## src/rtl/uart_receiver_pkg.sv

```systemverilog
// Shared constants and state encoding for the UART receive path.
// Imported by the receiver and by anything that needs the same framing constants.
package uart_receiver_pkg;

   localparam int OVERSAMPLING_8  = 8;
   localparam int OVERSAMPLING_16 = 16;
   localparam int DATA_WIDTH      = 8;

   typedef enum logic [1:0] {
      ST_IDLE  = 2'b00,
      ST_START = 2'b01,
      ST_DATA  = 2'b10,
      ST_STOP  = 2'b11
   } rx_state_t;

endpackage

```

## src/rtl/uart_receiver_input_synchronizer.sv

```systemverilog
// Two-flop synchronizer for asynchronous inputs; flops reset to all ones so an
// idle-high line never looks like activity while reset is released.
module input_synchronizer #(
   parameter int WIDTH = 1
) (
   input  logic             i_clk,
   input  logic             i_reset,
   input  logic [WIDTH-1:0] i_d,
   output logic [WIDTH-1:0] o_q
);

   logic [WIDTH-1:0] r_meta;
   logic [WIDTH-1:0] r_sync;

   always_ff @(posedge i_clk or posedge i_reset) begin
      if (i_reset) begin
         r_meta <= '1;
         r_sync <= '1;
      end else begin
         r_meta <= i_d;
         r_sync <= r_meta;
      end
   end

   assign o_q = r_sync;

endmodule

```

## src/rtl/uart_receiver.sv

```systemverilog
// 8N1 UART receiver driven by an oversampling tick strobe from the baud generator.
// Delivers each byte with a one-cycle done strobe and a framing-error flag.
module uart_receiver
   import uart_receiver_pkg::*;
#(
   parameter int OVERSAMPLING = OVERSAMPLING_16
) (
   input  logic                  i_clk,
   input  logic                  i_reset,
   input  logic                  i_rx_en,
   input  logic                  i_rx_tick,
   input  logic                  i_in,
   output logic [DATA_WIDTH-1:0] o_out,
   output logic                  o_done,
   output logic                  o_err,
   output logic                  o_busy
);

   localparam int TW = $clog2(OVERSAMPLING);
   localparam logic [TW-1:0] TICK_MID  = TW'(OVERSAMPLING / 2 - 1);
   localparam logic [TW-1:0] TICK_LAST = TW'(OVERSAMPLING - 1);

   rx_state_t             r_state;
   rx_state_t             w_state_next;
   logic [TW-1:0]         r_tick_cnt;
   logic [TW-1:0]         w_tick_next;
   logic [2:0]            r_bit_cnt;
   logic [2:0]            w_bit_next;
   logic [DATA_WIDTH-1:0] r_shift;
   logic [DATA_WIDTH-1:0] w_shift_next;
   logic                  r_armed;
   logic                  w_armed_next;
   logic [DATA_WIDTH-1:0] r_out;
   logic [DATA_WIDTH-1:0] w_out_next;
   logic                  r_err;
   logic                  w_err_next;
   logic                  r_done;
   logic                  w_done_next;
   logic                  w_in_sync;

   input_synchronizer #(
      .WIDTH (1)
   ) u_in_sync (
      .i_clk   (i_clk),
      .i_reset (i_reset),
      .i_d     (i_in),
      .o_q     (w_in_sync)
   );

   always_ff @(posedge i_clk or posedge i_reset) begin
      if (i_reset) begin
         r_state <= ST_IDLE;
      end else begin
         r_state <= w_state_next;
      end
   end

   always_comb begin
      w_state_next = r_state;
      w_tick_next  = r_tick_cnt;
      w_bit_next   = r_bit_cnt;
      w_shift_next = r_shift;
      w_armed_next = r_armed;
      w_out_next   = r_out;
      w_err_next   = r_err;
      w_done_next  = 1'b0;

      if (!i_rx_en) begin
         w_state_next = ST_IDLE;
         w_tick_next  = '0;
         w_bit_next   = '0;
         w_armed_next = 1'b0;
      end else if (i_rx_tick) begin
         case (r_state)
            ST_IDLE: begin
               // A start is only accepted after the line was seen high, so a
               // held-low break cannot retrigger frames.
               if (w_in_sync) begin
                  w_armed_next = 1'b1;
               end else if (r_armed) begin
                  w_state_next = ST_START;
                  w_tick_next  = '0;
                  w_armed_next = 1'b0;
               end
            end
            ST_START: begin
               if (r_tick_cnt == TICK_MID) begin
                  w_tick_next  = '0;
                  w_bit_next   = '0;
                  w_state_next = w_in_sync ? ST_IDLE : ST_DATA;
               end else begin
                  w_tick_next = r_tick_cnt + TW'(1);
               end
            end
            ST_DATA: begin
               if (r_tick_cnt == TICK_LAST) begin
                  w_tick_next  = '0;
                  w_shift_next = {w_in_sync, r_shift[DATA_WIDTH-1:1]};
                  w_bit_next   = r_bit_cnt + 3'd1;
                  if (r_bit_cnt == 3'd7) begin
                     w_state_next = ST_STOP;
                  end
               end else begin
                  w_tick_next = r_tick_cnt + TW'(1);
               end
            end
            ST_STOP: begin
               if (r_tick_cnt == TICK_LAST) begin
                  w_tick_next  = '0;
                  w_out_next   = r_shift;
                  w_err_next   = ~w_in_sync;
                  w_done_next  = 1'b1;
                  w_state_next = ST_IDLE;
                  // A high stop bit arms IDLE so back-to-back frames need no idle bit.
                  w_armed_next = w_in_sync;
               end else begin
                  w_tick_next = r_tick_cnt + TW'(1);
               end
            end
            default: begin
               w_state_next = ST_IDLE;
            end
         endcase
      end
   end

   always_ff @(posedge i_clk or posedge i_reset) begin
      if (i_reset) begin
         r_tick_cnt <= '0;
         r_bit_cnt  <= '0;
         r_shift    <= '0;
         r_armed    <= 1'b0;
         r_out      <= '0;
         r_err      <= 1'b0;
         r_done     <= 1'b0;
      end else begin
         r_tick_cnt <= w_tick_next;
         r_bit_cnt  <= w_bit_next;
         r_shift    <= w_shift_next;
         r_armed    <= w_armed_next;
         r_out      <= w_out_next;
         r_err      <= w_err_next;
         r_done     <= w_done_next;
      end
   end

   assign o_out  = r_out;
   assign o_done = r_done;
   assign o_err  = r_err;
   assign o_busy = (r_state != ST_IDLE);

endmodule

```

## config.mk

```make
export PLATFORM = sky130hd
export DESIGN_NAME = uart_receiver
export DESIGN_NICKNAME = d
export VERILOG_FILES = /design/src/rtl/uart_receiver_pkg.sv /design/src/rtl/uart_receiver_input_synchronizer.sv /design/src/rtl/uart_receiver.sv
export SDC_FILE = /design/constraint.sdc
export NUM_CORES = 1
export LEC_CHECK = 0
export ABC_CLOCK_PERIOD_IN_PS = 2600
export BUFFER_PORTS_ARGS = -buffer_cell sky130_fd_sc_hd__buf_4
export CORE_ASPECT_RATIO = 0.8
export CORE_MARGIN = 2
export CORE_UTILIZATION = 30
export CTS_CLUSTER_DIAMETER = 150
export CTS_CLUSTER_SIZE = 14
export DETAILED_ROUTE_END_ITERATION = 16
export MAX_ROUTING_LAYER = met4
export SETUP_SLACK_MARGIN = 0.2
export SYNTH_ARGS = -nofsm -noshare
export SYNTH_HDL_FRONTEND = slang
export SYNTH_SLANG_ARGS = --single-unit
```

## constraint.sdc

```tcl
create_clock -name i_clk -period 2.6 [get_ports i_clk]
set_input_delay 0 -clock i_clk [delete_from_list [all_inputs] [get_ports i_clk]]
set_output_delay 0 -clock i_clk [all_outputs]
set_load 0.03 [all_outputs]
```

Yosys cells after proc, flatten, opt, wreduce, memory -nomap -nowiden
Cells that the tools add are included.

Add/sub/neg operators: 2. Multiply operators: 0. Div/mod/pow operators: 0. $lt $le $gt $ge: 0. Equality and inequality tests: 15. Shift-type cells: 0. Muxes and demuxes: 31. Bitwise operators: 1. Reduce and logical (&&, ||, !) cells: 9.

Operators with widths (count): 4-bit 2-to-1 mux (6); 2-bit 2-to-1 mux (9); 3-bit inequality test, second input constant (6); 3-bit 2-to-1 mux (4); 4-bit case mux with 3 select lines (1); 4-bit AND reduction (3); 1-bit 2-to-1 mux (8); 2-bit case mux with 4 select lines (1); 7-bit AND reduction (1); 3-bit by 1-bit inequality test with 1-bit output, second input constant (2); 3-bit case mux with 2 select lines (1); 3-bit AND reduction (2); 4-bit by 1-bit adder with 4-bit output, second input constant (1); 2-bit equality test, second input constant (2); 4-bit by 3-bit equality test with 1-bit output, second input constant (1); 4-bit equality test, second input constant (1); 3-bit by 1-bit adder with 3-bit output, second input constant (1); 3-bit equality test, second input constant (1); 2-bit by 1-bit equality test with 1-bit output, second input constant (1); 2-bit zero test (1); 2-bit by 1-bit inequality test with 1-bit output, second input constant (1); 1-bit case mux with 2 select lines (1); 2-bit nonzero test (1); 2-bit OR reduction (1); 1-bit inverter (1).

Register bits: 30. Latch bits: 0. RAM bits: 0. Bits in read-only memories: 0. Bits of input ports: 5. Word-level logic and storage cells: 68. Memories kept: 0.

Depth between registers and ports, before layout
Gate-level depths: netlist of the first run.

Word-level depth: 6. Depth in mapped cells: 6. Mapped depth without buffers: 5.

By module
Synthesis of the first run repeated with hierarchy kept, for this count alone.

Cell total of the unflattened synthesis: 123. Area total of the unflattened synthesis: 1488.9 um2.

By module, submodules not included: uart_receiver (instances 1, cells each 120, area an instance 1432.6 um2, seq. area each 700.7 um2); input_synchronizer (instances 1, cells each 3, area an instance 56.3 um2, seq. area each 52.6 um2).

Worst setup path before layout of the first run
No wires, ideal clock.

Path type: register to register. From: reg r_tick_cnt[0]. To: reg r_shift[0]. Setup time: 0.125 ns. Arrival time: 1.546 ns. Data required time: 2.475 ns. Slack: 0.929 ns. Stages on the path, launching flop included: 5. Buffers on the path: 0. Cell sequence: dfrtp_1 > ha_1 > and4_4 > nor3b_4 > mux2_2.

Longest elaborated chain between the ends: 2.

Ends and longest elaborated chain: from (decl) (line uart_receiver.sv:25) `logic [TW-1:0] r_tick_cnt;`; from (signal assigned) (line uart_receiver.sv:137) `r_tick_cnt <= w_tick_next;`; 4-bit equality test (line uart_receiver.sv:96) `if (r_tick_cnt == TICK_LAST) begin`; 4-bit AND reduction (no source line); to (signal assigned) (line uart_receiver.sv:139) `r_shift <= w_shift_next;`; to (decl) (line uart_receiver.sv:29) `logic [DATA_WIDTH-1:0] r_shift;`.

Every way passes these cells. A chain may end at the register's enable or synchronous reset.

Worst setup path after layout of the first run
From: reg r_tick_cnt[0]. To: reg r_out[7], in the netlist o_out[7].

Longest elaborated chain between the ends: 2.

Ends and longest elaborated chain: 4-bit equality test (line uart_receiver.sv:108) `if (r_tick_cnt == TICK_LAST) begin`; 4-bit AND reduction (no source line); to (signal assigned) (line uart_receiver.sv:141) `r_out <= w_out_next;`; to (decl) (line uart_receiver.sv:33) `logic [DATA_WIDTH-1:0] r_out;`.

Every way passes these cells.

==> out/summary.md, run 1 <==
The run finished, with violations left. The checks that failed: hold timing. The hold violation count in the final report is 17. Setup repair after global routing left no endpoint under its margin. The run gives 0.898 mW as the post-layout total power. The library cell contributing the largest single delay on the critical path is nand4_1.

STA classifies the critical path startpoint as a flop. Global routing finished with a remaining overflow of 0. The worst slew slack as a fraction of its limit is 28.4%, and the worst-case register-to-register setup slack is 0.63 ns. For the final max-slew violation count, the log shows 0.

Synthesis handed over a netlist of 119 instances. For the endpoint arrival time on the critical path, the log shows 2.13 ns. The logs give 144 for the number of nets in the layout and 46 for the violation count after the first detailed-routing iteration. The tools report the total global routing track utilization as 11.2%. At the pin with the least slew margin, the transition time is 1.07 ns. The count of unresolved DRC violations after routing came out at 0.

The detailed route wirelength on metal2 came out at 1040 um. The depth of the worst register-to-register path is 4, and the number of warnings reported in the yosys synthesis log is 0. The detail-routed via count per cell is 4.77, and the post-synthesis cell area is 0.00140 sq mm. For this block, wires on met1 add up to 1280 um.

Of all nets on the critical path, the largest fanout is 11. For the worst setup path, the data required time is 2.76 ns. Counting the buffers created by CTS gives 5.

The tools report the utilization of the core after routing as 36.5%. The analysis attributes to net switching a power of 0.197 mW. The synthesized area divided by synthesized cell count came out at 11.8 sq um. The clock drives 30 sinks.

The largest stage delay on the critical path is 0.47 ns. The initialized floorplan defines 22 standard-cell rows. Across the VDD grid, the largest voltage drop is 0.251 mV. Yosys mapped the design onto 36 distinct sky130hd cell types. The switching fraction of total power came out at 22.0%. The worst path needs 1.97 ns of the cycle, external delays included. The number of input and output port buffers inserted is 15. Grouping stages by cell kind, the critical path spends the most delay in simple AND/OR/NAND/NOR gates. The number of max-cap violations is 0, and the top-area cell type share of the netlist area is 50.0%. Measured along the x axis, the die boundary spans 80.4 um. Routability-driven placement congestion ratio: 0.731.

The critical setup path kind was reg -> reg. TritonCTS built the clock tree. Cells with a size suffix above 1 make up 32.8% of the layout.

Summed over all instances, the cell type with the most area after synthesis is dfrtp_1. For this block, the via count after detailed routing is 939. The core region area is 0.00454 sq mm, and the area taken by flip-flops and latches is 753 sq um. The met3 wire length came out at 94 um. For this configuration, the core starts out at a cell density of 30.9%. For this block, the routed nets add up to 2470 um of wire. The placed wire-length estimate after detailed placement is 1680 um, and the number of synthesized register bits is 30. The smallest hold slack is -0.00670 ns.

After synthesis, the cell types taking the most area are dfrtp_1 50%, mux2_2 13%, dfstp_2 3.7%. The die boundary height works out to 65.2 um. Combinational logic is responsible for 4.6% of the overall power. The uppermost layer routed is met4. The floorplan step defined a die boundary enclosing 0.00524 sq mm. The proportion of power drawn by flip-flops and latches was 53.3%; the accumulated negative setup slack was 0 ns. The worst setup path is captured at a flop. In this run the critical register-to-register path is launched from r_tick_cnt[0]$_DFFE_PP0P_. Setup violations remaining at the end of the flow were counted as 0. The endpoint identified for the worst register-to-register timing path is o_out[7]$_DFFE_PP0P_.

The count of pins on the block boundary is 16, and the maximum number of pins on one net before global-route repair is 30. After filler insertion, the fill cell instance count of the layout stands at 455. The first global-routing pass estimated 4280 um of wire. The later pin in the worst-skew pair is clocked with a latency of 0.28 ns. In the final layout, the multi-input gates occupy 594 sq um. The longest clock path from root to sink contains 2 buffers. The run gives 0.783 nW as the total leakage power. The via count of the first global-routing pass was 921. The layout overhead on the synthesized area was 18.3%; the clock network fraction of total power was 42.1%. For this run, the top clock speed supported by timing is 508 MHz.

The initial antenna violation count was 0; the areal power density over the cells was 541 mW/mm^2. The number of nets in the synthesized netlist is 127. 0 antenna diodes ended up in the layout. Root buffer selected by CTS: clkbuf_8. The first TritonRoute pass finished after 4 iterations. The critical path goes through ha_1, and4_4, nand4_1, mux2_2. After clock tree synthesis, the clock-pin slew on the worst setup and hold paths is 0.06 ns. The final cycle utilization of the critical path is 75.7%, and the H-tree depth is 2.

Of the synthesized area, sequential elements account for 53.7%. The detail route stage leaves a number of antenna-violating nets equal to 0. The min-delay analysis places its worst path in the category in -> async. The setup clock skew after layout was 0.00554 ns; the cell-internal power was 0.700 mW. Counting both buffers and inverters, the worst setup path holds a total of 0. After detailed routing, the average wire length per cell comes to 12.5 um.
state kept, by name, summed over array words and instances (netlist names):
signal,count
r_state,2
u_in_sync.r_meta,1
o_done,1
u_in_sync.o_q,1
r_tick_cnt,4
r_bit_cnt,3
r_shift,8
r_armed,1
o_err,1
o_out,8
worst max-delay path by stage:
stage,startpoint,endpoint,slack [ns],depth (start not counted)
final,r_tick_cnt[0]$_DFFE_PP0P_,o_out[7]$_DFFE_PP0P_,0.63,4
after global routing,r_tick_cnt[0]$_DFFE_PP0P_,o_out[7]$_DFFE_PP0P_,0.44,4
after CTS,r_tick_cnt[0]$_DFFE_PP0P_,o_out[3]$_DFFE_PP0P_,0.59,4
after detailed placement,r_tick_cnt[0]$_DFFE_PP0P_,o_out[3]$_DFFE_PP0P_,0.58,4
after global placement,r_tick_cnt[0]$_DFFE_PP0P_,o_out[0]$_DFFE_PP0P_,0.70,4
after floorplan,r_tick_cnt[0]$_DFFE_PP0P_,r_shift[0]$_DFFE_PP0P_,0.93,4
power groups by stage:
stage                     combinational [mW]  clock, mW  sequential, mW
after floorplan                       0.0316          0           0.483
after global placement                0.0397          0           0.486
after detailed placement              0.0412          0           0.486
after CTS                             0.0424      0.390           0.478
after global routing                  0.0472      0.412           0.479
final                                 0.0414      0.378           0.478
routing by layer:
layer  vias up  track usage [%]
met5         -                -
met4         0             6.99
met3         5             3.71
met2        16             15.0
met1       456             14.6
li1        462                -
what timing repair did:
item / in CTS / in global routing
endpoints found under the setup margin: 0 / 0
setup buffers: 0 / 0
hold buffers: 1 / 0
resized for setup: 0 / 0
endpoints found under the hold margin: 1 / 0
Yosys cell counts:
cell type and number:
nor3b_1 2, a32oi_1 1, or4_1 1, o31ai_1 1, inv_1 4, nor2_1 3
nand3b_1 1, mux2i_1 3, a21boi_0 1, a22o_1 2, xnor2_1 1, dfrtp_1 28
o21ai_0 5, a32o_1 1, nand2_1 10, and4_4 1, and2_1 1, and2b_1 1
a21oi_1 5, buf_6 1, nor4_1 1, o21ai_1 1, nor2b_1 3, o211ai_1 1
clkbuf_1 1, or2_2 1, nand4_1 1, buf_2 5, dfstp_2 2, mux2_2 16
ha_1 3, o221a_2 1, o2bb2ai_1 1, o2111ai_1 1, nand3_1 7, nor3b_4 1
cells in the final DEF, fill, tap and decap left out, types with 2 or more instances in the layout:
cell type,instances
dfrtp_1,28
clkbuf_8,6
a22o_1,2
o21ai_0,5
dfstp_2,2
mux2_2,16
nand3_1,7
buf_4,16
inv_1,4
nor2_1,3
nor2b_1,3
nand2_1,10
ha_1,3
nor3b_1,2
a21oi_1,5
mux2i_1,3
cell families after synthesis:
| family | after synthesis | synth area share (%) |
|---|---|---|
| XOR/XNOR | 1 | 0.625 |
| multiplexers | 19 | 15.0 |
| flip-flops | 30 | 53.7 |
| AND/OR/NAND/NOR | 34 | 13.9 |
| buffers and inverters | 11 | 3.92 |
| AO/OA/AOI/OAI | 21 | 10.2 |
| adder cells (fa/ha/maj) | 3 | 2.68 |
stage by stage:
stage | setup slack (ns) | hold WS (ns) | instance area (sq um) | std cells
after floorplan | 0.929 | 0.00448 | 1400 | 119
after global placement | 0.702 | 0.109 | 1560 | 188
after detailed placement | 0.579 | 0.112 | 1560 | 188
after CTS | 0.593 | 0.0366 | 1660 | 197
after global routing | 0.440 | 0.0688 | 1660 | 197
final | 0.632 | -0.00670 | 1660 | 197
layout make-up:
cell class | instances | share of cell area [%]
multi-input cells | 78 | 35.8
well taps | 60 | 4.52
repair buffers | 17 | 7.84
inverters | 4 | 0.905
clock buffers | 7 | 5.20
flip-flops and latches | 30 | 45.4
clock inverters | 1 | 0.302
Note: power is estimated with default switching activity, not from simulation.
==> run 2: changes to the inputs <==
--- a/config.mk
+++ b/config.mk
@@ -5,7 +5,7 @@
 export SDC_FILE = /design/constraint.sdc
 export NUM_CORES = 1
 export LEC_CHECK = 0
-export ABC_CLOCK_PERIOD_IN_PS = 2600
+export ABC_CLOCK_PERIOD_IN_PS = 2100
 export BUFFER_PORTS_ARGS = -buffer_cell sky130_fd_sc_hd__buf_4
 export CORE_ASPECT_RATIO = 0.8
 export CORE_MARGIN = 2
==> constraint.sdc (replaced) <==
create_clock -name i_clk -period 2.1 [get_ports i_clk]
set_input_delay 0 -clock i_clk [delete_from_list [all_inputs] [get_ports i_clk]]
set_output_delay 0 -clock i_clk [all_outputs]
set_load 0.03 [all_outputs]
==> run 2 against run 1 <==
Largest power group unchanged. Global-route usage grew 0.97 points. Final cell count rose by 4.1%. Setup slack worse by 0.28 ns. Critical path depth grew 1. Clock power is 26% higher. Die area unchanged. Clock skew fell by 0.0021 ns. The run now ends clean.
==> out/summary.md, run 2 (synthesis results as in run 1) <==
The post-layout worst setup margin was 0.349 ns (-0.283 ns); the highest attainable clock frequency was 571 MHz (+12%). Setup repair after global routing left no endpoint under its margin. The tools report the largest voltage drop on the vdd net as 0.327 mV (+30%). The total number of placement rows came out at 22 (unchanged). The clock-pin transition on the worst setup and hold timing paths came out at 0.06 ns (about the same). The worst setup path is of the reg -> reg kind. The worst endpoint required time is 2.27 ns (-0.49 ns). The hold violation count in the final report is 0 (-17), and the core region area is 0.00454 sq mm (unchanged).

The die boundary height came out at 65.2 um (unchanged). The number of buffers and inverters on the critical path was 1 (+1). The tools report the type of element capturing the critical path as a flop. The number of detailed-routing iterations run before antenna repair came out at 4 (unchanged). The number of max-cap violations is 0 (unchanged). The count of unresolved DRC violations after routing was 0 (unchanged); the worst-path maximum fanout was 6 (-5).

The layout overhead on the synthesized area was 22.7%; the detail-routed via count per cell was 4.89 (+2.6%). The number of input and output port buffers inserted works out to 15 (unchanged). The post-route minimum period is 1.75 ns (-0.217 ns), and the clock net sink count is 30 (unchanged).

The tools report the total congestion overflow after global routing as 0 (unchanged). The flow ran to the end, and the final reports show no timing, DRC or antenna violations. The width of the die was 80.4 um (unchanged).

The first-pass GRT wire length came out at 4620 um (+7.7%). In this design, the largest share of critical-path delay is due to simple AND/OR/NAND/NOR gates. The top cell types in the final layout, fill and taps aside, are 28 x dfrtp_1, 23 x buf_4, 16 x mux2_2. The run gives 968 (+5.1%) as the via count of the first global-routing pass. The number of nets in the layout was 152 (+5.6%). The final cycle utilization of the critical path is 83.4% (+7.7 points), and the routability-driven placement congestion ratio is 0.786 (+7.4%). The critical path goes through ha_1, and4_4, nor3b_4, buf_4, mux2_2. For the TritonCTS buffer count, the log shows 5 (unchanged). The worst setup path is launched from a flop. The tree is rooted in a clkbuf_8. The run gives 1003 (+6.8%) as the number of vias in the routed layout.

The antenna diode instance count was 0 (unchanged); the final instance area was 0.00172 sq mm (+3.8%). The source-to-sink clock delay at the later pin of the worst-skew pair was 0.28 ns (about the same); the total length of routed wires was 2730 um (+10%). The largest stage delay on the critical path came out at 0.41 ns (-0.06 ns).

The maximum clock path buffer count is 2 (unchanged), and the count of pins on the block boundary is 16 (unchanged). The post-placement worst setup slack was 0.251 ns (-0.328 ns). The initial antenna violation count is 0 (unchanged), and the violation count after the first detailed-routing iteration is 69 (+50%).

The accumulated negative setup slack is 0 ns (unchanged). Most common library cell in the layout ignoring fill and taps: dfrtp_1. The run gives 1.92 ns (-0.21 ns) as the endpoint arrival time on the critical path. Maximum number of pins on one net before global-route repair: 20 (-33%).

For the H-tree depth, the log shows 2 (unchanged). TritonCTS built the clock tree. The worst slew slack as a fraction of its limit came out at 61.5% (+33 points). The final antenna-violating net count was 0 (unchanged); the number of gates given a new drive strength after cts was 0 (unchanged).

Total global routing track utilization: 12.2% (+0.97 points). The run gives 1910 um (+14%) as the placed wire-length estimate after detailed placement. The slowest stage of the critical path belongs to the cell dfrtp_1.

The tools report the setup clock skew after layout as 0.00345 ns (-0.00209 ns). The final max-slew violation count is 0 (unchanged). The pin slew with the least headroom to its limit was 0.577 ns (-0.496 ns).

The total leakage power is 0.823 nW (+5.1%), and the areal power density over the cells is 652 mW/mm^2 (+21%). The starting density of the core is 30.9% (unchanged), and the utilization of the core after routing is 37.9% (+1.4 points). The average wire per cell in the routed design was 13.3 um (+6.0%); the share of post-route cells with drive strength above 1 was 35.9% (+3.0 points). The worst hold path belongs to the class in -> reg.

The run gives 0.00160 sq mm (+2.4%) as the total cell area at the placement stage. For the area of the die, the log shows 0.00524 sq mm (unchanged). The tools report the setup violation total in the final timing report as 0 (unchanged).
==> run 2: cell type report <==
type / count / area [sq um]
fill: 438 / 2820
sequential: 30 / 753
multi-input combinational: 78 / 594
timing repair buffer: 25 / 193
clock buffer: 7 / 86.3
tap: 60 / 75.1
inverter: 4 / 15.0
clock inverter: 1 / 5.00
==> run 2: worst paths after layout <==
check	start	end	slack, ns	depth (start not counted)
max	r_tick_cnt[0]$_DFFE_PP0P_	r_shift[7]$_DFFE_PP0P_	0.35	5
min	i_rx_tick	r_tick_cnt[1]$_DFFE_PP0P_	0.06	3
max reg2reg	r_tick_cnt[0]$_DFFE_PP0P_	r_shift[7]$_DFFE_PP0P_	0.35	5
min reg2reg	u_in_sync.r_meta$_DFF_PP1_	u_in_sync.o_q$_DFF_PP1_	0.36	0
max in group asynchronous	i_reset	o_out[2]$_DFFE_PP0P_	1.13	4
min in group asynchronous	i_reset	r_bit_cnt[1]$_DFFE_PP0P_	0.34	3
==> run 2: worst min-delay path, cell delays in order <==
cell and delay [ns]:
buf_4 0.15, nand3_1 0.07, a21boi_0 0.07
==> run 2: metal layers <==
layer | share of wire, % | track usage [%]
met1 | 47 | 15.4
met2 | 45 | 17.4
met3 | 5.5 | 3.71
met4 | 2.1 | 6.99
met5 | 0 | -
==> run 2: stage by stage <==
step                cells  hold WS (ns)  power, mW
floorplan             119       0.00448      0.637
global placement      193        0.0857      0.653
detailed placement    193         0.101      0.656
CTS                   203        0.0467       1.14
global route          205        0.0666       1.18
finish                205        0.0568       1.12
==> run 2: power by group <==
group | switching, mW | internal [mW]
Combinational | 0.0382 | 0.0214
Sequential | 0.00364 | 0.585
Clock | 0.211 | 0.264
==> run 2: timing repair <==
item / 4_1_cts / 5_1_grt
endpoints found under the hold margin: 13 / 0
hold buffers: 2 / 0
buffers inserted: 0 / 2
endpoints found under the setup margin: 0 / 8
==> run 3: changes to the inputs <==
--- a/config.mk
+++ b/config.mk
@@ -5,7 +5,7 @@
 export SDC_FILE = /design/constraint.sdc
 export NUM_CORES = 1
 export LEC_CHECK = 0
-export ABC_CLOCK_PERIOD_IN_PS = 2100
+export ABC_CLOCK_PERIOD_IN_PS = 1700
 export BUFFER_PORTS_ARGS = -buffer_cell sky130_fd_sc_hd__buf_4
 export CORE_ASPECT_RATIO = 0.8
 export CORE_MARGIN = 2
==> constraint.sdc (replaced) <==
create_clock -name i_clk -period 1.7 [get_ports i_clk]
set_input_delay 0 -clock i_clk [delete_from_list [all_inputs] [get_ports i_clk]]
set_output_delay 0 -clock i_clk [all_outputs]
set_load 0.03 [all_outputs]
==> run 3 against run 2 <==
Via count up 2.8%. Sequential cell count is the same. Fmax up 14%. Total power rose by 24%. Sequential share of layout area decreased by 2.3 points. Register-to-register slack got worse by 0.19 ns. Global-route usage is 1.4 points higher. Die area stayed put. Clock skew decreased by 0.0018 ns. Final area grew 5.7%. Sequential power is 23% higher.
==> out/summary.md, run 3 (synthesis results as in run 1) <==
The routability-driven placement congestion ratio is 0.790 (+0.50%), and the total length of routed wires is 2890 um (+6.0%). The violation count after the first detailed-routing iteration was 71 (+2.9%); the source-to-sink clock delay at the later pin of the worst-skew pair was 0.28 ns (about the same). The area taken by flip-flops and latches is 754 sq um (+0.17%), and the number of buffers and inverters on the critical path is 1 (unchanged). The proportion of power drawn by flip-flops and latches came out at 52.3% (about the same). The logs give 1031 (+2.8%) for the number of vias in the routed layout and 649 MHz (+14%) for the highest attainable clock frequency. The areal power density over the cells works out to 763 mW/mm^2 (+17%).

The layout overhead on the synthesized area was 29.8%; the area of the die was 0.00524 sq mm (unchanged). The worst min-delay path category was in -> reg. For the setup violation total in the final timing report, the log shows 0 (unchanged). The worst endpoint required time was 1.87 ns (-0.40 ns). The post-placement worst setup slack came out at -0.0385 ns (-0.289 ns). Root buffer selected by CTS: clkbuf_8. The tools report the clock net sink count as 30 (unchanged).

The logs give 0.158 ns (-0.191 ns) for the post-layout worst setup margin and 5.8% (+0.5 points) for the share of total power in combinational logic. Walking the worst path, the cells encountered are ha_2, and4_4, nor3b_4, buf_12, mux2_4. The post-layout total power was 1.39 mW (+24%); the number of input and output port buffers inserted was 15 (unchanged). The first-pass GRT wire length is 5120 um (+11%), and the number of nets in the layout is 155 (+2.0%). The final cycle utilization of the critical path was 90.7% (+7.3 points).

The post-route minimum period works out to 1.54 ns (-0.209 ns). The H-tree depth was 2 (unchanged). The cell-internal power came out at 1.08 mW (+24%). The clock network fraction of total power is 41.9% (-0.4 points). Critical setup path kind: reg -> reg. The final antenna-violating net count was 0 (unchanged). The endpoint arrival time on the critical path was 1.71 ns (-0.21 ns); the maximum number of pins on one net before global-route repair was 31 (+55%).

The antenna diode instance count came out at 0 (unchanged). The tools report the worst slew slack as a fraction of its limit as 74.1% (+13 points). The pin slew with the least headroom to its limit was 0.384 ns (-0.193 ns). The hold violation count in the final report was 0 (unchanged).

The top cell types in the final layout, fill and taps aside, are 27 x dfrtp_1, 24 x buf_4, 10 x nand2_1. TritonCTS built the clock tree. The width of the die came out at 80.4 um (unchanged). The total number of placement rows was 22 (unchanged). For the core region area, the log shows 0.00454 sq mm (unchanged).

The worst setup path is captured at a flop. For the largest voltage drop on the vdd net, the log shows 0.335 mV (+2.6%). For the final max-slew violation count, the log shows 0 (unchanged). The count of pins on the block boundary is 16 (unchanged), and the number of fill cells in the layout is 435 (-0.68%). The tools report the startpoint type of the worst setup path as a flop. The starting density of the core is 30.9% (unchanged), and the utilization of the core after routing is 40.1% (+2.2 points). The flow ran to the end, and the final reports show no timing, DRC or antenna violations.

The clock-pin transition on the worst setup and hold timing paths was 0.06 ns (about the same); the die boundary height was 65.2 um (unchanged). For the number of detailed-routing iterations run before antenna repair, the log shows 4 (unchanged). Setup repair after global routing could not meet its margin everywhere. The largest stage delay on the critical path is 0.35 ns (-0.06 ns).

The switching fraction of total power was 22.4% (-0.15 points). The count of unresolved DRC violations after routing is 0 (unchanged). The setup clock skew after layout was 0.00168 ns (-0.00177 ns). The initial antenna violation count was 0 (unchanged).

For the placed wire-length estimate after detailed placement, the log shows 1980 um (+3.6%). The average wire per cell in the routed design is 13.9 um (+4.5%), and the via count of the first global-routing pass is 1104 (+14%). The logs give 13.6% (+1.4 points) for the total global routing track utilization and 2 (unchanged) for the maximum clock path buffer count. TritonCTS buffer count: 5 (unchanged).

The multi-input logic area was 653 sq um (+9.9%). For the total leakage power, the log shows 0.850 nW (+3.3%). Library cell contributing the largest single delay on the critical path: dfrtp_1. The share of post-route cells with drive strength above 1 was 41.2% (+5.4 points); the total congestion overflow after global routing was 0 (unchanged). The run gives 0.0706 ns (+0.0138 ns) as the smallest hold slack. The library cell used most frequently in the layout, excluding fill and tap cells, is dfrtp_1. The detail-routed via count per cell came out at 4.96 (+1.3%). The tools report the number of max-cap violations as 0 (unchanged). The worst-path maximum fanout works out to 8 (+2). The cell family contributing the most delay on the critical path is simple AND/OR/NAND/NOR gates. Net switching component of the power: 0.311 mW (+23%).
-- run 3: changes by cell type in the layout (fill, tap and decap cells not counted), sizes merged --
cell  previous run  this run
buf             23        26
-- run 3: metrics by stage --
stage                     std cells  setup TNS (ns)  cell area [sq um]
after floorplan                 119               0               1420
after global placement          195               0               1620
after detailed placement        195          -0.247               1620
after CTS                       208               0               1810
after global routing            208               0               1820
final                           208               0               1820
-- run 3: metal layers --
| layer | track usage (%) | share of wire (%) | up-vias | routed length (um) |
|---|---|---|---|---|
| met4 | 6.99 | 1.4 | 0 | 41 |
| met2 | 19.5 | 45 | 36 | 1300 |
| met3 | 5.49 | 6.2 | 2 | 178 |
| li1 | - | - | 479 | - |
| met5 | - | 0 | - | 0 |
| met1 | 16.6 | 47 | 514 | 1370 |
-- run 3: power groups by stage --
| stage | combinational [mW] | clock (mW) | sequential, mW |
|---|---|---|---|
| 2_1_floorplan | 0.0495 | 0 | 0.738 |
| 3_3_place_gp | 0.0703 | 0 | 0.739 |
| 3_5_place_dp | 0.0730 | 0 | 0.739 |
| 4_1_cts | 0.0802 | 0.597 | 0.726 |
| 5_1_grt | 0.0903 | 0.639 | 0.727 |
| 6_report | 0.0803 | 0.582 | 0.726 |
-- run 3: worst register-to-register path, delay by kind of cell, from the launching register on --
| kind | cells | cell delay [ns] |
|---|---|---|
| simple gates | 2 | 0.43 |
| flops | 1 | 0.35 |
| mux | 1 | 0.30 |
| fa+ha+maj | 1 | 0.18 |
| buf+inv | 1 | 0.16 |
-- run 3: path summary, 6_finish.rpt --
check                                      startpoint                          to  slack, ns  depth (start not counted)
max in group asynchronous                     i_reset  u_in_sync.r_meta$_DFF_PP1_       1.03                          4
max                         r_tick_cnt[1]$_DFFE_PP0P_      r_shift[0]$_DFFE_PP0P_       0.16                          5
min                                           i_rx_en      r_state[0]$_DFFE_PP0P_       0.07                          2
max reg2reg                 r_tick_cnt[1]$_DFFE_PP0P_      r_shift[0]$_DFFE_PP0P_       0.16                          5
min in group asynchronous                     i_reset        o_out[1]$_DFFE_PP0P_       0.35                          4
min reg2reg                u_in_sync.r_meta$_DFF_PP1_     u_in_sync.o_q$_DFF_PP1_       0.36                          0
-- run 3: cell type report --
| class | instances | area share, % |
|---|---|---|
| well taps | 60 | 4.12 |
| clock inverters | 1 | 0.275 |
| inverters | 4 | 0.825 |
| multi-input cells | 78 | 35.9 |
| clock buffers | 7 | 4.74 |
| flip-flops and latches | 30 | 41.4 |
| repair buffers | 28 | 12.7 |
-- run 3: repair_timing --
item,4_1_cts,5_1_grt
endpoints found under the setup margin,24,22
pin swaps,2,2
buffers inserted,3,0
resized for setup,13,4
hold buffers,2,0
endpoints found under the hold margin,29,0
